$ cat src/rtl/mac_acc_pkg.sv
// Shared types and default sizing for the multi-lane MAC engine.
package mac_acc_pkg;

  localparam int unsigned DefLanes = 4;
  localparam int unsigned DefDw    = 8;
  localparam int unsigned DefAw    = 32;
  localparam int unsigned DefCntW  = 16;

  typedef enum logic [1:0] {
    StIdle,
    StAccum,
    StDone
  } state_e;

  // Full-precision width of a signed DW x DW product.
  function automatic int unsigned prod_width(int unsigned dw);
    return 2 * dw;
  endfunction

endpackage

$ cat src/rtl/mac_lane.sv
// One signed multiply-accumulate lane with sticky overflow flag.
// Saturating accumulation is built only when MAC_ACC_SAT_EN is defined.
module mac_lane
  import mac_acc_pkg::*;
#(
  parameter int unsigned DW = DefDw,
  parameter int unsigned AW = DefAw
) (
  input  logic          clk,
  input  logic          rst,
  input  logic          clr,
  input  logic          en,
  input  logic [DW-1:0] a,
  input  logic [DW-1:0] b,
  output logic [AW-1:0] acc,
  output logic          ovf
);

  localparam int unsigned PW = prod_width(DW);

  logic signed [PW-1:0] prod;
  logic signed [AW-1:0] prod_ext;
  logic signed [AW-1:0] sum;
  logic signed [AW-1:0] acc_d;
  logic signed [AW-1:0] acc_q;
  logic                 add_ovf;
  logic                 ovf_q;

  assign prod     = $signed(a) * $signed(b);
  assign prod_ext = AW'(prod);
  assign sum      = acc_q + prod_ext;

  // Same-sign operands producing an opposite-sign result is a signed overflow.
  assign add_ovf = (acc_q[AW-1] == prod_ext[AW-1]) && (sum[AW-1] != acc_q[AW-1]);

`ifdef MAC_ACC_SAT_EN
  localparam logic [AW-1:0] AccMax = {1'b0, {(AW-1){1'b1}}};
  localparam logic [AW-1:0] AccMin = {1'b1, {(AW-1){1'b0}}};

  always_comb begin
    acc_d = sum;
    if (add_ovf) begin
      acc_d = acc_q[AW-1] ? AccMin : AccMax;
    end
  end
`else
  assign acc_d = sum;
`endif

  always_ff @(posedge clk or posedge rst) begin
    if (rst) begin
      acc_q <= '0;
      ovf_q <= 1'b0;
    end else if (clr) begin
      acc_q <= '0;
      ovf_q <= 1'b0;
    end else if (en) begin
      acc_q <= acc_d;
      ovf_q <= ovf_q | add_ovf;
    end
  end

  assign acc = acc_q;
  assign ovf = ovf_q;

endmodule

$ cat src/rtl/mac_acc_lanes.sv
// Multi-lane signed MAC engine: burst control FSM, beat counter and handshake.
// Build with MAC_ACC_SAT_EN defined for saturating lane accumulators.
module mac_acc_lanes
  import mac_acc_pkg::*;
#(
  parameter int unsigned LANES = DefLanes,
  parameter int unsigned DW    = DefDw,
  parameter int unsigned AW    = DefAw,
  parameter int unsigned CNT_W = DefCntW
) (
  input  logic                clk,
  input  logic                rst,
  input  logic                start,
  input  logic [CNT_W-1:0]    len,
  input  logic                in_valid,
  output logic                in_ready,
  input  logic [LANES*DW-1:0] a,
  input  logic [LANES*DW-1:0] b,
  output logic                out_valid,
  input  logic                out_ready,
  output logic [LANES*AW-1:0] acc_out,
  output logic [LANES-1:0]    ovf,
  output logic                busy
);

  state_e           state_q, state_d;
  logic [CNT_W-1:0] cnt_q, cnt_d;
  logic             clr;
  logic             accept;

  assign accept = in_valid && (state_q == StAccum);

  always_comb begin
    state_d = state_q;
    cnt_d   = cnt_q;
    clr     = 1'b0;
    unique case (state_q)
      StIdle: begin
        if (start) begin
          clr     = 1'b1;
          cnt_d   = len;
          state_d = (len == '0) ? StDone : StAccum;
        end
      end
      StAccum: begin
        if (accept) begin
          cnt_d = cnt_q - CNT_W'(1);
          if (cnt_q == CNT_W'(1)) begin
            state_d = StDone;
          end
        end
      end
      StDone: begin
        if (out_ready) begin
          state_d = StIdle;
        end
      end
      default: state_d = StIdle;
    endcase
  end

  always_ff @(posedge clk or posedge rst) begin
    if (rst) begin
      state_q <= StIdle;
      cnt_q   <= '0;
    end else begin
      state_q <= state_d;
      cnt_q   <= cnt_d;
    end
  end

  assign in_ready  = (state_q == StAccum);
  assign out_valid = (state_q == StDone);
  assign busy      = (state_q != StIdle);

  for (genvar i = 0; i < LANES; i++) begin : g_lane
    mac_lane #(
      .DW(DW),
      .AW(AW)
    ) u_lane (
      .clk(clk),
      .rst(rst),
      .clr(clr),
      .en (accept),
      .a  (a[i*DW +: DW]),
      .b  (b[i*DW +: DW]),
      .acc(acc_out[i*AW +: AW]),
      .ovf(ovf[i])
    );
  end

endmodule

$ cat config.mk
export PLATFORM = sky130hd
export DESIGN_NAME = mac_acc_lanes
export DESIGN_NICKNAME = d
export VERILOG_FILES = /design/src/rtl/mac_acc_pkg.sv /design/src/rtl/mac_lane.sv /design/src/rtl/mac_acc_lanes.sv
export SDC_FILE = /design/constraint.sdc
export NUM_CORES = 1
export LEC_CHECK = 0
export CAP_MARGIN = 20
export CORE_ASPECT_RATIO = 0.8
export CORE_UTILIZATION = 31
export DETAILED_ROUTE_END_ITERATION = 8
export GPL_ROUTABILITY_DRIVEN = 1
export SLEW_MARGIN = 20
export SYNTH_ARGS = -nofsm -noshare
export SYNTH_HDL_FRONTEND = slang
export SYNTH_SLANG_ARGS = --single-unit
$ cat constraint.sdc
create_clock -name clk -period 7 [get_ports clk]
set_input_delay 1.4 -clock clk [delete_from_list [all_inputs] [get_ports clk]]
set_output_delay 1.4 -clock clk [all_outputs]
set_load 0.005 [all_outputs]
==> results.toml <==
[yosys]
synth_area_leaders = "fa_1 (21%), dfrtp_1 (17%), ha_1 (14%)"
synthXorXnorAreaFrac_pct = 7.03
synth_commonest_cells = "inv_1 (386), ha_1 (246), nand2_1 (230), fa_1 (224), and2_1 (178)"
yosysUniqueCellTypes = 73
async_reset_ff_share_pct = 100
syn_area_um2 = 21500
synth-adder-area-share_pct = 35.1
yosysSeqAreaShare_pct = 17.4
synth_most_common_cell = "inv_1"
syn_nets = 3034
synth_compound_area_share_pct = 16.1
yosys.area.top_type_share_pct = 20.8
syn_inst = 2479
synth_ff_type = "dfrtp_1"
yosysTopAreaCell = "fa_1"
synth_simple_gate_area_share_pct = 16.5
yosys_warnings = 0
synth_top_family_by_area = "adder cells"
ys_ff_latch = 150
syn-mean-instance-area_um2 = 8.69
synth_edf_count = 0
synth.area.mux_share_pct = 0.256

[layout]
design_area_um2 = 30800
diodes = 0
finalNetCount = 3756
drive_gt1_share_pct = 28.4
syn2layout_area_growth_pct = 43.1

[detailed_routing]
vias_per_cell = 4.68
num_vias = 19400
first_pass_iters = 5
drc = 0
wl_per_cell_um = 14.8
ant_nets = 0
first_iter_violations = 828
drt_wl_total_um = 61100

[worst_setup_path]
slowest_delay_ns = 0.55
crit_path_frequent_cell = "fa_1"
crit_path_max_fanout = 4
worstPathArrival_ns = 7.44
cp_num_buf_inv = 8
cp.required_ns = 7.32
cp-start-kind = "input port"
path_delay_family = "adder cells"
critical_path_class = "input port to flop"
crit_path_top_delay_cell = "fa_1"
endpoint_kind = "flop"

[grt]
grt_pass1_wl_um = 99900
grt_antenna_before_repair = 3
grt-ovfl-total = 0
grt_max_degree = 66
grt_pass1_vias = 19100
grtUsageTotal_pct = 17.5

[clock_network]
cts.sinks = 150
numCtsBuffers = 17
clock_latency_ns = 0.46
clkSlewWorstSetupHoldPaths_ns = 0.07
cts_root_buf = "clkbuf_16"
clockBufferDepth = 2
htreeDepth = 4
cts_tree = "built"

[timing]
layout_worst_path_cycle_share_pct = 102
setup_ws_ns = -0.123
maxSlewViolCount = 0
worst_slew_pin_slew_ns = 1.17
final_hold_viol_count = 0
fmax_mhz = 140
setup_viol = 11
maxSlewHeadroom_pct = 20.8
rsz0062_at_grt = "true"
finClkSkew_ns = 0.0181
fin_crit_ns = 7.12

[placed_design]
numPortBuffers = 219
dpl.hpwl_um = 48200
dp_slack_ns = -1.17
gp_congestion = 0.854
post_dp_cell_area_um2 = 28600

[floorplanning]
rows = 86
io_pins = 220
die_w_um = 297
die-area_um2 = 70600
start_util_pct = 31.3
die_y_um = 238
core_um2 = 68800

[status]
violations = "setup timing"
outcome = "finished with violations"

[worst_hold_path]
hp-class = "flop to flop"

[job]
cap_violations = 0
-- state kept, by name, summed over array words and instances, names as in the netlist --
register and count:
g_lane.u_lane.acc 128, cnt_q 16, g_lane.u_lane.ovf 4, state_q 2
-- cells in the final DEF (no fill, tap or decap), types with 40 or more instances in the layout --
cell type and n:
nand2_1 223, ha_1 203, xor2_1 61, xnor2_1 102
inv_1 354, a21oi_2 43, nor2_1 63, buf_4 490
fa_1 218, o21ai_0 136, clkdlybuf4s50_1 155, dfrtp_1 150
buf_6 50, and2_1 146, nor2b_1 40, a21oi_1 97
a21o_1 65
-- metrics by stage --
| step | instances | utilization (%) | hold WS [ns] | TNS (ns) |
|---|---|---|---|---|
| final | 4138 | 44.8 | 0.497 | -0.444 |
| after global routing | 4138 | 44.8 | 0.534 | -5.86 |
| after CTS | 4101 | 43.3 | 0.502 | -0.174 |
| after detailed placement | 4046 | 41.6 | 0.485 | -52.75 |
| after global placement | 4045 | 41.6 | 0.462 | -51.03 |
| after floorplan | 2479 | - | 0.451 | -3.41 |
-- worst reg2reg max path, cell delays in order (launching register included) --
cell and delay, ns:
dfrtp_1 0.35, inv_1 0.07, nand2_1 0.61, inv_1 0.51, nand2_4 0.54, buf_4 0.60
buf_4 0.50, nor3_1 0.15, a21oi_1 0.14, nor2_1 0.06
-- cells by family (layout without fill, tap and decap cells) --
group	Yosys count	count (layout)
adder cells (fa/ha/maj)	470	470
flip-flops	150	150
AND/OR/NAND/NOR	696	696
buffers and inverters	430	1165
AO/OA/AOI/OAI	555	555
multiplexers	5	5
XOR/XNOR	173	173
-- worst paths after layout --
path,end,cells after the start,slack [ns],start
worst max-delay path,g_lane[2].u_lane.acc[27]$_DFFE_PP0P_,31,-0.12,a[21]
worst min-delay path,cnt_q[10]$_DFFE_PP0P_,2,0.50,cnt_q[10]$_DFFE_PP0P_
max in group asynchronous,g_lane[3].u_lane.acc[27]$_DFFE_PP0P_,3,4.33,rst
worst max register to register,g_lane[1].u_lane.acc[2]$_DFFE_PP0P_,9,3.35,state_q[1]$_DFFE_PP0P_
min in group asynchronous,g_lane[1].u_lane.acc[17]$_DFFE_PP0P_,2,1.42,rst
worst min register to register,cnt_q[10]$_DFFE_PP0P_,2,0.50,cnt_q[10]$_DFFE_PP0P_
-- cell type report --
| type | instances | area (µm²) |
|---|---|---|
| multi-input cells | 1899 | 17600 |
| repair buffers | 747 | 6260 |
| clock inverters | 15 | 140 |
| clock buffers | 17 | 425 |
| inverters | 386 | 1460 |
| flip-flops and latches | 150 | 3750 |
| fillers | 6658 | 37900 |
| well taps | 924 | 1160 |
-- layer usage --
metal  vias up  wire length [µm]  part of all wire (%)  GRT usage, %
li1       9653                 -                     -             -
met1      9394             31600                    52          26.2
met2       304             26800                    44          26.8
met3        15              2330                   3.8          2.66
met4         2               335                  0.55          2.34
met5         -                 8                 0.013             0
-- timing repair --
action | in CTS | in global routing
cloned | 1 | 0
hold buffers | 0 | 0
endpoints found under the setup margin | 57 | 53
pin swaps | 114 | 154
buffers inserted | 22 | 38
resized for setup | 361 | 240
Power is not shown: default switching activity piles up to over one toggle a cycle in this logic, so the estimate is an artifact.
